$ cat src/rtl/core_control_fsm_pkg.sv
// Shared types and constants for the RV32I multi-cycle control sequencer.
// Latency: n/a (declarations only).
// Backpressure: n/a (declarations only).
//
// Contents: state encoding, pc_src / wb_sel encodings, trap cause codes,
// one-hot opcode bit indices, the latched instruction-class struct and
// the helper that derives that struct from the decoder's one-hot opcode.

package core_ctrl_pkg;

    // Sequencer states; the numeric values are visible on state_dbg.
    typedef enum logic [2:0] {
        FETCH_REQ  = 3'd0,
        FETCH_WAIT = 3'd1,
        DECODE     = 3'd2,
        EXECUTE    = 3'd3,
        MEM_REQ    = 3'd4,
        MEM_WAIT   = 3'd5,
        WRITEBACK  = 3'd6,
        TRAP       = 3'd7
    } state_e;

    // Next-PC mux select.
    typedef enum logic [1:0] {
        PC_PLUS4  = 2'd0,
        PC_BRANCH = 2'd1,   // PC + imm (taken branch, JAL)
        PC_JALR   = 2'd2,   // rs1 + imm
        PC_TRAP   = 2'd3    // trap vector
    } pc_src_e;

    // Register-file write-data mux select.
    typedef enum logic [1:0] {
        WB_ALU  = 2'd0,
        WB_LOAD = 2'd1,
        WB_PC4  = 2'd2
    } wb_sel_e;

    // Trap cause codes reported on trap_cause.
    localparam logic [2:0] CAUSE_NONE     = 3'd0;
    localparam logic [2:0] CAUSE_FETCH    = 3'd1;  // fetch bus error or fetch timeout
    localparam logic [2:0] CAUSE_ILLEGAL  = 3'd2;
    localparam logic [2:0] CAUSE_SYSTEM   = 3'd3;
    localparam logic [2:0] CAUSE_DTIMEOUT = 3'd4;

    // Bit positions in the decoder's one-hot opcode[6:2] vector.
    localparam int OPB_LOAD     = 0;
    localparam int OPB_MISC_MEM = 3;
    localparam int OPB_OP_IMM   = 4;
    localparam int OPB_AUIPC    = 5;
    localparam int OPB_STORE    = 8;
    localparam int OPB_OP       = 12;
    localparam int OPB_LUI      = 13;
    localparam int OPB_BRANCH   = 24;
    localparam int OPB_JALR     = 25;
    localparam int OPB_JAL      = 27;
    localparam int OPB_SYSTEM   = 28;

    // Any opcode bit outside this mask is an illegal instruction.
    localparam logic [31:0] OPC_SUPPORTED_MASK =
        (32'd1 << OPB_LOAD)   | (32'd1 << OPB_MISC_MEM) | (32'd1 << OPB_OP_IMM) |
        (32'd1 << OPB_AUIPC)  | (32'd1 << OPB_STORE)    | (32'd1 << OPB_OP)     |
        (32'd1 << OPB_LUI)    | (32'd1 << OPB_BRANCH)   | (32'd1 << OPB_JALR)   |
        (32'd1 << OPB_JAL)    | (32'd1 << OPB_SYSTEM);

    // Instruction class captured once in DECODE so later states do not
    // depend on the decoder outputs staying glitch-free.
    typedef struct packed {
        logic is_load;
        logic is_store;
        logic is_branch;
        logic is_misc_mem;
        logic is_system;
        logic is_jal;
        logic is_jalr;
    } op_class_t;

    function automatic op_class_t classify_opcode(input logic [31:0] onehot);
        op_class_t c;
        c.is_load     = onehot[OPB_LOAD];
        c.is_store    = onehot[OPB_STORE];
        c.is_branch   = onehot[OPB_BRANCH];
        c.is_misc_mem = onehot[OPB_MISC_MEM];
        c.is_system   = onehot[OPB_SYSTEM];
        c.is_jal      = onehot[OPB_JAL];
        c.is_jalr     = onehot[OPB_JALR];
        return c;
    endfunction

endpackage

$ cat src/rtl/core_control_fsm_timeout.sv
// Memory-wait watchdog: counts wait cycles and flags the cycle the limit is reached.
// Latency: o_done is combinational in the cycle the count reaches MEM_TIMEOUT.
// Backpressure: none; caller gates i_enable off when a response is present.
//
// Ports:
//   clk, rst_n  : clock, synchronous active-low reset (clears the count)
//   i_clear     : zero the count (entry into a wait state)
//   i_enable    : a wait-state cycle with no response
//   o_done      : this enabled cycle is the MEM_TIMEOUT-th; 0 when MEM_TIMEOUT is 0

module ctrl_timeout_counter #(
    parameter int MEM_TIMEOUT = 255
) (
    input  logic clk,
    input  logic rst_n,
    input  logic i_clear,
    input  logic i_enable,
    output logic o_done
);

    localparam int          CW      = (MEM_TIMEOUT > 1) ? $clog2(MEM_TIMEOUT + 1) : 1;
    localparam logic [CW-1:0] LIMIT = CW'(MEM_TIMEOUT);
    localparam bit          ENABLED = (MEM_TIMEOUT != 0);

    logic [CW-1:0] r_count;
    logic [CW:0]   w_count_inc;

    // One extra bit so the increment cannot wrap when LIMIT is all ones.
    assign w_count_inc = {1'b0, r_count} + {{CW{1'b0}}, 1'b1};

    always_ff @(posedge clk) begin
        if (!rst_n || i_clear) begin
            r_count <= '0;
        end else if (i_enable && (r_count != LIMIT)) begin
            r_count <= w_count_inc[CW-1:0];
        end
    end

    // The count "reaches" the limit on the enabled cycle whose increment
    // would land on it, so a response in that same cycle (enable low) wins.
    assign o_done = ENABLED && i_enable && (w_count_inc >= {1'b0, LIMIT});

endmodule

$ cat src/rtl/core_control_fsm.sv
// RV32I multi-cycle control sequencer: fetch, decode classify, memory, writeback, trap.
// Latency: ALU op 5 cycles, load 7 cycles with zero-wait memories; one instruction in flight.
// Backpressure: imem/dmem requests held until ready; waits bounded by MEM_TIMEOUT then trap.
//
// Ports:
//   clk, rst_n                         : core clock, synchronous active-low reset
//   imem_req_valid/ready               : fetch request handshake
//   imem_resp_valid/fault              : fetch response (fault qualified by valid)
//   ir_load                            : capture fetch data into the IR
//   instr_is_32, opcode_decode,
//   rd_address, branch_taken           : decoder / comparator inputs
//   dmem_req_valid/write/ready         : data request handshake (write = store)
//   dmem_resp_valid                    : load data / store ack
//   reg_write, wb_sel                  : register-file write enable and source
//   pc_write, pc_src                   : PC update strobe and source
//   trap_valid, trap_cause             : trap pulse and sticky last cause
//   retire, retire_count               : completion pulse and wrapping count
//   state_dbg                          : current state encoding

module core_control_fsm
    import core_ctrl_pkg::*;
#(
    parameter int MEM_TIMEOUT = 255,
    parameter int RETIRE_W    = 32
) (
    input  logic                clk,
    input  logic                rst_n,
    output logic                imem_req_valid,
    input  logic                imem_req_ready,
    input  logic                imem_resp_valid,
    input  logic                imem_resp_fault,
    output logic                ir_load,
    input  logic                instr_is_32,
    input  logic [31:0]         opcode_decode,
    input  logic [4:0]          rd_address,
    input  logic                branch_taken,
    output logic                dmem_req_valid,
    output logic                dmem_req_write,
    input  logic                dmem_req_ready,
    input  logic                dmem_resp_valid,
    output logic                reg_write,
    output logic [1:0]          wb_sel,
    output logic                pc_write,
    output logic [1:0]          pc_src,
    output logic                trap_valid,
    output logic [2:0]          trap_cause,
    output logic                retire,
    output logic [RETIRE_W-1:0] retire_count,
    output logic [2:0]          state_dbg
);

    state_e              r_state;
    state_e              w_state_nxt;
    op_class_t           r_op;
    logic [2:0]          r_trap_cause;
    logic [2:0]          w_trap_cause_nxt;
    logic [RETIRE_W-1:0] r_retire_count;

    logic                w_tmo_clear;
    logic                w_tmo_enable;
    logic                w_tmo_done;
    logic                w_decode_illegal;

    logic                w_imem_req_valid;
    logic                w_ir_load;
    logic                w_dmem_req_valid;
    logic                w_dmem_req_write;
    logic                w_reg_write;
    wb_sel_e             w_wb_sel;
    logic                w_pc_write;
    pc_src_e             w_pc_src;
    logic                w_trap_valid;
    logic                w_retire;

    // ------------------------------------------------------------------
    // Wait-state watchdog
    // ------------------------------------------------------------------
    assign w_tmo_clear  = ((r_state == FETCH_REQ) && imem_req_ready) ||
                          ((r_state == MEM_REQ)   && dmem_req_ready);
    assign w_tmo_enable = ((r_state == FETCH_WAIT) && !imem_resp_valid) ||
                          ((r_state == MEM_WAIT)   && !dmem_resp_valid);

    ctrl_timeout_counter #(
        .MEM_TIMEOUT (MEM_TIMEOUT)
    ) u_timeout (
        .clk      (clk),
        .rst_n    (rst_n),
        .i_clear  (w_tmo_clear),
        .i_enable (w_tmo_enable),
        .o_done   (w_tmo_done)
    );

    // Compressed encodings alias opcode bit 0 (LOAD), so the width check
    // must veto the one-hot before it is trusted.
    assign w_decode_illegal = !instr_is_32 ||
                              ((opcode_decode & OPC_SUPPORTED_MASK) == 32'd0);

    // ------------------------------------------------------------------
    // State register
    // ------------------------------------------------------------------
    always_ff @(posedge clk) begin
        if (!rst_n) begin
            r_state <= FETCH_REQ;
        end else begin
            r_state <= w_state_nxt;
        end
    end

    // ------------------------------------------------------------------
    // Next-state logic
    // ------------------------------------------------------------------
    always_comb begin
        w_state_nxt      = r_state;
        w_trap_cause_nxt = r_trap_cause;
        case (r_state)
            FETCH_REQ: begin
                if (imem_req_ready) begin
                    w_state_nxt = FETCH_WAIT;
                end
            end
            FETCH_WAIT: begin
                if (imem_resp_valid) begin
                    if (imem_resp_fault) begin
                        w_state_nxt      = TRAP;
                        w_trap_cause_nxt = CAUSE_FETCH;
                    end else begin
                        w_state_nxt = DECODE;
                    end
                end else if (w_tmo_done) begin
                    w_state_nxt      = TRAP;
                    w_trap_cause_nxt = CAUSE_FETCH;
                end
            end
            DECODE: begin
                if (w_decode_illegal) begin
                    w_state_nxt      = TRAP;
                    w_trap_cause_nxt = CAUSE_ILLEGAL;
                end else begin
                    w_state_nxt = EXECUTE;
                end
            end
            EXECUTE: begin
                if (r_op.is_load || r_op.is_store) begin
                    w_state_nxt = MEM_REQ;
                end else if (r_op.is_system) begin
                    w_state_nxt      = TRAP;
                    w_trap_cause_nxt = CAUSE_SYSTEM;
                end else if (r_op.is_branch || r_op.is_misc_mem) begin
                    w_state_nxt = FETCH_REQ;
                end else begin
                    w_state_nxt = WRITEBACK;
                end
            end
            MEM_REQ: begin
                if (dmem_req_ready) begin
                    w_state_nxt = MEM_WAIT;
                end
            end
            MEM_WAIT: begin
                if (dmem_resp_valid) begin
                    w_state_nxt = r_op.is_load ? WRITEBACK : FETCH_REQ;
                end else if (w_tmo_done) begin
                    w_state_nxt      = TRAP;
                    w_trap_cause_nxt = CAUSE_DTIMEOUT;
                end
            end
            WRITEBACK: w_state_nxt = FETCH_REQ;
            TRAP:      w_state_nxt = FETCH_REQ;
            default:   w_state_nxt = FETCH_REQ;
        endcase
    end

    // ------------------------------------------------------------------
    // Output logic (Moore on r_state plus the qualifying inputs).
    // Everything is held at zero while reset is asserted.
    // ------------------------------------------------------------------
    always_comb begin
        w_imem_req_valid = 1'b0;
        w_ir_load        = 1'b0;
        w_dmem_req_valid = 1'b0;
        w_dmem_req_write = 1'b0;
        w_reg_write      = 1'b0;
        w_wb_sel         = WB_ALU;
        w_pc_write       = 1'b0;
        w_pc_src         = PC_PLUS4;
        w_trap_valid     = 1'b0;
        w_retire         = 1'b0;
        if (rst_n) begin
            case (r_state)
                FETCH_REQ: begin
                    w_imem_req_valid = 1'b1;
                end
                FETCH_WAIT: begin
                    w_ir_load = imem_resp_valid && !imem_resp_fault;
                end
                EXECUTE: begin
                    if (r_op.is_load || r_op.is_store || r_op.is_system) begin
                        w_retire = 1'b0;
                    end else if (r_op.is_branch) begin
                        w_pc_write = 1'b1;
                        w_pc_src   = branch_taken ? PC_BRANCH : PC_PLUS4;
                        w_retire   = 1'b1;
                    end else if (r_op.is_misc_mem) begin
                        // FENCE is a no-op for a single in-order core.
                        w_pc_write = 1'b1;
                        w_pc_src   = PC_PLUS4;
                        w_retire   = 1'b1;
                    end
                end
                MEM_REQ: begin
                    w_dmem_req_valid = 1'b1;
                    w_dmem_req_write = r_op.is_store;
                end
                MEM_WAIT: begin
                    // Stores complete on the ack; loads finish in WRITEBACK.
                    if (dmem_resp_valid && r_op.is_store) begin
                        w_pc_write = 1'b1;
                        w_pc_src   = PC_PLUS4;
                        w_retire   = 1'b1;
                    end
                end
                WRITEBACK: begin
                    w_reg_write = (rd_address != 5'd0);
                    if (r_op.is_load) begin
                        w_wb_sel = WB_LOAD;
                    end else if (r_op.is_jal || r_op.is_jalr) begin
                        w_wb_sel = WB_PC4;
                    end
                    w_pc_write = 1'b1;
                    if (r_op.is_jal) begin
                        w_pc_src = PC_BRANCH;
                    end else if (r_op.is_jalr) begin
                        w_pc_src = PC_JALR;
                    end
                    w_retire = 1'b1;
                end
                TRAP: begin
                    w_trap_valid = 1'b1;
                    w_pc_write   = 1'b1;
                    w_pc_src     = PC_TRAP;
                end
                default: begin
                    w_retire = 1'b0;
                end
            endcase
        end
    end

    // ------------------------------------------------------------------
    // Instruction class, trap cause and retire counter
    // ------------------------------------------------------------------
    always_ff @(posedge clk) begin
        if (!rst_n) begin
            r_op           <= '0;
            r_trap_cause   <= CAUSE_NONE;
            r_retire_count <= '0;
        end else begin
            if (r_state == DECODE) begin
                r_op <= classify_opcode(opcode_decode);
            end
            // Only changes on a transition into TRAP, then holds.
            r_trap_cause <= w_trap_cause_nxt;
            if (w_retire) begin
                r_retire_count <= r_retire_count + RETIRE_W'(1);
            end
        end
    end

    assign imem_req_valid = w_imem_req_valid;
    assign ir_load        = w_ir_load;
    assign dmem_req_valid = w_dmem_req_valid;
    assign dmem_req_write = w_dmem_req_write;
    assign reg_write      = w_reg_write;
    assign wb_sel         = w_wb_sel;
    assign pc_write       = w_pc_write;
    assign pc_src         = w_pc_src;
    assign trap_valid     = w_trap_valid;
    assign trap_cause     = r_trap_cause;
    assign retire         = w_retire;
    assign retire_count   = r_retire_count;
    assign state_dbg      = r_state;

endmodule

$ cat config.mk
export PLATFORM = sky130hd
export DESIGN_NAME = core_control_fsm
export DESIGN_NICKNAME = d
export VERILOG_FILES = /design/src/rtl/core_control_fsm_pkg.sv /design/src/rtl/core_control_fsm_timeout.sv /design/src/rtl/core_control_fsm.sv
export SDC_FILE = /design/constraint.sdc
export NUM_CORES = 1
export LEC_CHECK = 0
export CAP_MARGIN = 10
export CORE_MARGIN = 2
export CORE_UTILIZATION = 49
export DETAILED_ROUTE_END_ITERATION = 10
export HOLD_SLACK_MARGIN = 0.12
export PLACE_DENSITY = 0.85
export SLEW_MARGIN = 5
export SYNTH_ARGS = -nofsm -noshare
export SYNTH_HDL_FRONTEND = slang
export SYNTH_SLANG_ARGS = --single-unit
$ cat constraint.sdc
create_clock -name clk -period 6.8 [get_ports clk]
set_input_delay 0.68 -clock clk [delete_from_list [all_inputs] [get_ports clk]]
set_output_delay 0.68 -clock clk [all_outputs]
set_load 0.03 [all_outputs]
==> metrics, run 1 <==
worst setup path class=in -> out; EDFF count, synth=0; Tot GR Track Use=22.6%; delay of the slowest critical-path stage=850 ps; # fillers=477; Final WS setup=3110 ps; commonest register cell after synthesis=dfxtp_1; Mapped Area=2840 µm²; first-pass GRT wire length=11700 µm; largest fanout on the critical path=45; via count of the first global-routing pass=2611; Num CTS Buffers=5; # H-tree levels=2; Worst Tran Pin Value=1060 ps; num ports=96; slew margin rel.=28.8%; Combinational Power Share=18.5%; simple-gate share of the synthesized area=29.6%; Synth Warn #=0; initial antenna violation count=0; Final #Nets=480; wire per inst=14.2 µm; Seq cells post-synth=53; Hold/Removal Path Class=reg -> reg; CP Data Arrival Time=3010 ps; clk slew on worst S/H paths=90 ps; dominant cell type by area after synthesis=dfxtp_1; cell depth of the worst hold path=2; drt first pass iters=4; Max Fclk=271 MHz; DR vias=2865; Sw Ratio=29.2%; CP endpoint kind=output pin; xor-xnor portion of the synthesized cell area=7.08%; maxcap violations=0; DP HPWL=5140 µm; DR iter-0 viols=193; per-instance average area after synthesis=7.75 µm²; Vias per Instance=5.68; CTS Sinks=53; Routed WL=7150 µm; most frequent CP cell=clkdlybuf4s50_1; # resized after CTS=0; mux cell area share after synthesis=1.80%; Area Overhead vs Synth=30.4%; worst reg2reg setup slack=4070 ps; remaining global-route overflow=0; RePlAce Congestion=0.871; root buf cell=clkbuf_8; pre-CTS WS=3130 ps; Post-CTS Setup Inserts=0; main area contributors after synthesis=dfxtp_1 (37%), nor2_1 (5.8%), a21oi_1 (5.3%); Pins Over Slew Limit=0; hold_buf cts=0; startpoint types=input pin; RSZ-0062 raised after global routing=false; clock period minus worst slack=3690 ps; critical-path cell list=clkdlybuf4s50_1, inv_2, nor4_1, clkdlybuf4s50_1; n_diodes=0; ratio of final minimum period to clock period=54.3%; die area=6430 µm²; Post-Synth Adder-Cell Area=1.32%; Gate Count Post-Synth=367; Distinct cells, synth=47; layout cells sized above 1=4.17%; detailed-route DRC error count=0; Fin. Hold Viols=0; largest net degree at the start of global routing=46; status=completed; DIE HEIGHT=80.2 µm; compound-gate portion of the synthesized area=18.5%; syn nets=416; Worst-Skew Late Latency=310 ps; switching power=191 µW; FP Rows=27; WP data required=6120 ps; P per Cell Area=176 nW/µm²; Post-DRT Antenna Nets=0; Max Buffers Root-to-Sink=2; Fin Hold WS=477 ps; clock share of power=29.6%; Static Leakage=0.00118 µW; Initial Utilization=51.3%; sequential-to-total area share from yosys stat=37.3%; Internal=462 µW; reg2reg path depth=5; clk_skew=7.82 ps; Core ar.=5540 µm²; final core occ=66.9%; part of the power in registers=51.9%; largest family of logic cells by synthesized area=simple AND/OR/NAND/NOR gates; final setup violation count=0; asr flop ratio synth=0%; Worst VDD drop=0.000130 V; Synth top area share=37.3%; CTS tree=done; Final TNS setup=0 ps; crit path max-delay cell type=clkdlybuf4s50_1; total power draw=653 µW; die width=80.2 µm; port bufs=74
-- through the flow --
stage / instance area, µm² / cells
6_report: 3710 / 504
5_1_grt: 3710 / 504
3_3_place_gp: 3610 / 496
2_1_floorplan: 2840 / 367
3_5_place_dp: 3610 / 496
4_1_cts: 3710 / 504
-- area by class of cell --
class,count,area [µm²],share of cell area (%)
Clock buffer,7,96.3,2.60
Clock inverter,1,5.00,0.135
Inverter,15,56.3,1.52
Multi-Input combinational cell,282,1660,44.7
Sequential cell,53,1060,28.6
Tap cell,72,90.1,2.43
Timing Repair Buffer,74,741,20.0
-- synthesized netlist by cell type, types with 2 or more instances --
master    instances
dfxtp_1          53
nor2_1           44
nand2_1          35
a21oi_1          30
o21ai_0          24
nand3_1          18
nand4_1          16
inv_1            14
clkbuf_1         13
or3_1            13
xor2_1           12
xnor2_1          11
nor3_1            9
a31oi_1           7
nor4_1            7
and3_1            6
a211oi_1          5
and2_1            5
nand2b_1          5
mux2i_1           4
buf_2             3
ha_1              3
a221oi_1          2
a31o_2            2
nor2b_1           2
o21bai_1          2
o32a_1            2
-- sequential cells by signal, summed over array words and instances (netlist names) --
signal,count
state_dbg,3
u_timeout.r_count,8
trap_cause,3
retire_count,32
r_op,7
-- power by group through the flow --
| stage | clock [µW] | sequential [µW] | combinational (µW) |
|---|---|---|---|
| global placement | 0 | 345 | 118 |
| floorplan | 0 | 343 | 75.8 |
| CTS | 198 | 338 | 120 |
| finish | 193 | 339 | 121 |
| global route | 209 | 341 | 130 |
| detailed placement | 0 | 346 | 120 |
-- critical path, delay by kind of cell --
kind	cells	cell delay [ps]
and+or+nand+nor	1	280
buffers and inverters	3	2050
-- layer usage --
layer | global-route usage [%] | share of wire, %
met1 | 28.9 | 45
met2 | 39.2 | 50
met3 | 3.71 | 4.4
met4 | 6.61 | 0.91
met5 | 0 | 0
-- final timing paths --
check	start	endpoint
worst max-delay path	rst_n	imem_req_valid
worst min-delay path	trap_cause[1]	trap_cause[1]
worst max register to register	state_dbg[1]	retire_count[25]
worst min register to register	trap_cause[1]	trap_cause[1]
-- layout by cell type, fill, tap and decap left out, types with 7 or more instances in the layout --
master / netlist / routed
clkbuf_8: 0 / 7
inv_1: 14 / 14
nand3_1: 18 / 18
nand4_1: 16 / 16
a21oi_1: 30 / 30
or3_1: 13 / 13
nand2_1: 35 / 35
nor4_1: 7 / 7
xor2_1: 12 / 12
a31oi_1: 7 / 7
nor2_1: 44 / 44
dfxtp_1: 53 / 53
xnor2_1: 11 / 11
o21ai_0: 24 / 24
clkdlybuf4s50_1: 0 / 74
nor3_1: 9 / 9
-- cell families after synthesis --
| logic type | Yosys count |
|---|---|
| adders and majority gates | 3 |
| and+or+nand+nor | 167 |
| buffers and inverters | 32 |
| AOI/OAI and AO/OA | 84 |
| DFF | 53 |
| xor gates and xnor gates | 23 |
| muxes | 5 |
No activity file was read; power rests on OpenSTA's default activity.
==> inputs of run 2 (changes only) <==
--- a/config.mk
+++ b/config.mk
@@ -7,10 +7,10 @@
 export LEC_CHECK = 0
 export CAP_MARGIN = 10
 export CORE_MARGIN = 2
-export CORE_UTILIZATION = 49
+export CORE_UTILIZATION = 46
 export DETAILED_ROUTE_END_ITERATION = 10
 export HOLD_SLACK_MARGIN = 0.12
-export PLACE_DENSITY = 0.85
+export PLACE_DENSITY = 0.81
 export SLEW_MARGIN = 5
 export SYNTH_ARGS = -nofsm -noshare
 export SYNTH_HDL_FRONTEND = slang
==> constraint.sdc (replaced) <==
create_clock -name clk -period 3.44 [get_ports clk]
set_input_delay 0.344 -clock clk [delete_from_list [all_inputs] [get_ports clk]]
set_output_delay 0.344 -clock clk [all_outputs]
set_load 0.03 [all_outputs]
==> metrics, run 2 (synthesis results as in run 1) <==
die area=6830 µm² (+6.2%); DIE HEIGHT=82.6 µm (+3.0%); hold_buf cts=0 (unchanged); largest net degree at the start of global routing=39 (-15%); die width=82.6 µm (+3.0%); WP data required=3100 ps (-3020 ps); Fin Hold WS=469 ps (-7.68 ps); layout cells sized above 1=5.05% (+0.88 points); DP HPWL=5110 µm (-0.71%); startpoint types=flop; Area Overhead vs Synth=31.9%; CTS Sinks=53 (unchanged); via count of the first global-routing pass=2523 (-3.4%); DR vias=2850 (-0.52%); commonest non-fill, non-tap cell in the layout=clkdlybuf4s50_1; Sequential Area=1060 µm² (unchanged); ratio of final minimum period to clock period=90.0%; Num CTS Buffers=5 (unchanged); num ports=96 (unchanged); Core ar.=5960 µm² (+7.5%); Max Buffers Root-to-Sink=2 (unchanged); # H-tree levels=2 (unchanged); FP Rows=28 (+3.7%); clk slew on worst S/H paths=90 ps (about the same); Max Fclk=323 MHz; Fin. Hold Viols=0 (unchanged); RePlAce Congestion=0.841 (-3.5%); max reg flops=32 (unchanged); # fillers=543 (+14%); multi-input logic area=1660 µm² (unchanged); Finished Layout Cells=511 (+1.4%); n_diodes=0 (unchanged); remaining global-route overflow=0 (unchanged); RSZ-0062 raised after global routing=false; Final WS setup=345 ps (-2770 ps); CTS tree=done; clock period minus worst slack=3100 ps; Post-DRT Antenna Nets=0 (unchanged); Static Leakage=0.00121 µW (+2.1%); largest fanout on the critical path=17 (-62%); wire per inst=13.6 µm (-3.9%); initial antenna violation count=0 (unchanged); worst setup path class=reg -> out; CP Data Arrival Time=2750 ps (-260 ps); Worst Tran Pin Value=998 ps (-60.0 ps); status=completed; drt first pass iters=4 (unchanged); Initial Utilization=47.8% (-3.6 points); pre-CTS WS=732 ps (-2400 ps); maxcap violations=0 (unchanged); Hold/Removal Path Class=reg -> reg; P per Cell Area=352 nW/µm² (+100%); Post-CTS Setup Inserts=0 (unchanged); DP Cell Count=504 (+1.6%); detailed-route DRC error count=0 (unchanged); Worst-Skew Late Latency=310 ps (about the same); commonest cells after routing, fill and taps aside=clkdlybuf4s50_1 (74), dfxtp_1 (53), nor2_1 (44); port bufs=74 (unchanged); Final TNS setup=0 ps (unchanged); DR iter-0 viols=163 (-16%); Vias per Instance=5.58 (-1.9%); delay of the slowest critical-path stage=680 ps (-170 ps); # resized after CTS=0 (unchanged); CP endpoint kind=output pin; Worst VDD drop=0.000261 V (+100%); Routed WL=6960 µm (-2.6%); final setup violation count=0 (unchanged); crit path max-delay cell type=clkdlybuf4s50_1; clk_skew=8.11 ps (+0.288 ps); Pins Over Slew Limit=0 (unchanged); critical-path cell list=nand2b_1, o311ai_4, nand2_1, nor2_1, clkdlybuf4s50_1; first-pass GRT wire length=11400 µm (-3.0%); Tot GR Track Use=21.3% (-1.4 points); Final #Nets=485 (+1.0%); root buf cell=clkbuf_8; slew margin rel.=32.9% (+4.0 points)
[run 2: cell types whose count changed in the layout (fill, tap and decap cells not counted), sizes merged]
cell / before / now
clkbuf: 7 / 5
bufinv: 0 / 1
buf: 0 / 5
[run 2: area by class of cell]
class                           instances  area share [%]
Multi-Input combinational cell        282            44.2
Timing Repair Buffer                   79            20.7
Clock inverter                          2           0.934
Tap cell                               75            2.50
Inverter                               15            1.50
Clock buffer                            5            1.83
Sequential cell                        53            28.3
[run 2: final timing paths]
| kind | cells after the start | to | start | slack, ps |
|---|---|---|---|---|
| setup reg to reg | 5 | retire_count[17] | state_dbg[1] | 720 |
| setup / recovery | 5 | retire | state_dbg[1] | 340 |
| hold / removal | 2 | trap_cause[1] | trap_cause[1] | 470 |
| hold reg to reg | 2 | trap_cause[1] | trap_cause[1] | 470 |
[run 2: layer usage]
metal | vias to the layer above | routed length, µm | GRT usage, % | part of all wire [%]
met2 | 63 | 3310 | 35.0 | 48
li1 | 1451 | - | - | -
met3 | 8 | 327 | 5.33 | 4.7
met4 | 0 | 56 | 4.43 | 0.80
met1 | 1328 | 3270 | 28.2 | 47
met5 | - | 0 | 0 | 0
[run 2: where the power goes]
group / switching, µW / internal [µW] / total [µW]
clock network: 196 / 212 / 408
logic: 154 / 110 / 265
registers: 21.5 / 628 / 650
[run 2: critical path: cells and delay by family, from the launching register on]
kind | cells | cell delay, ps
and+or+nand+nor | 3 | 660
AOI/OAI and AO/OA | 1 | 460
DFF | 1 | 630
buffers and inverters | 1 | 680
[run 2: per-stage QoR]
step,instance area (µm²),utilization [%],total power (µW)
CTS,3750,63.0,1330
finish,3750,63.0,1320
detailed placement,3650,61.3,926
floorplan,2840,-,829
global route,3750,63.0,1390
global placement,3650,61.3,923
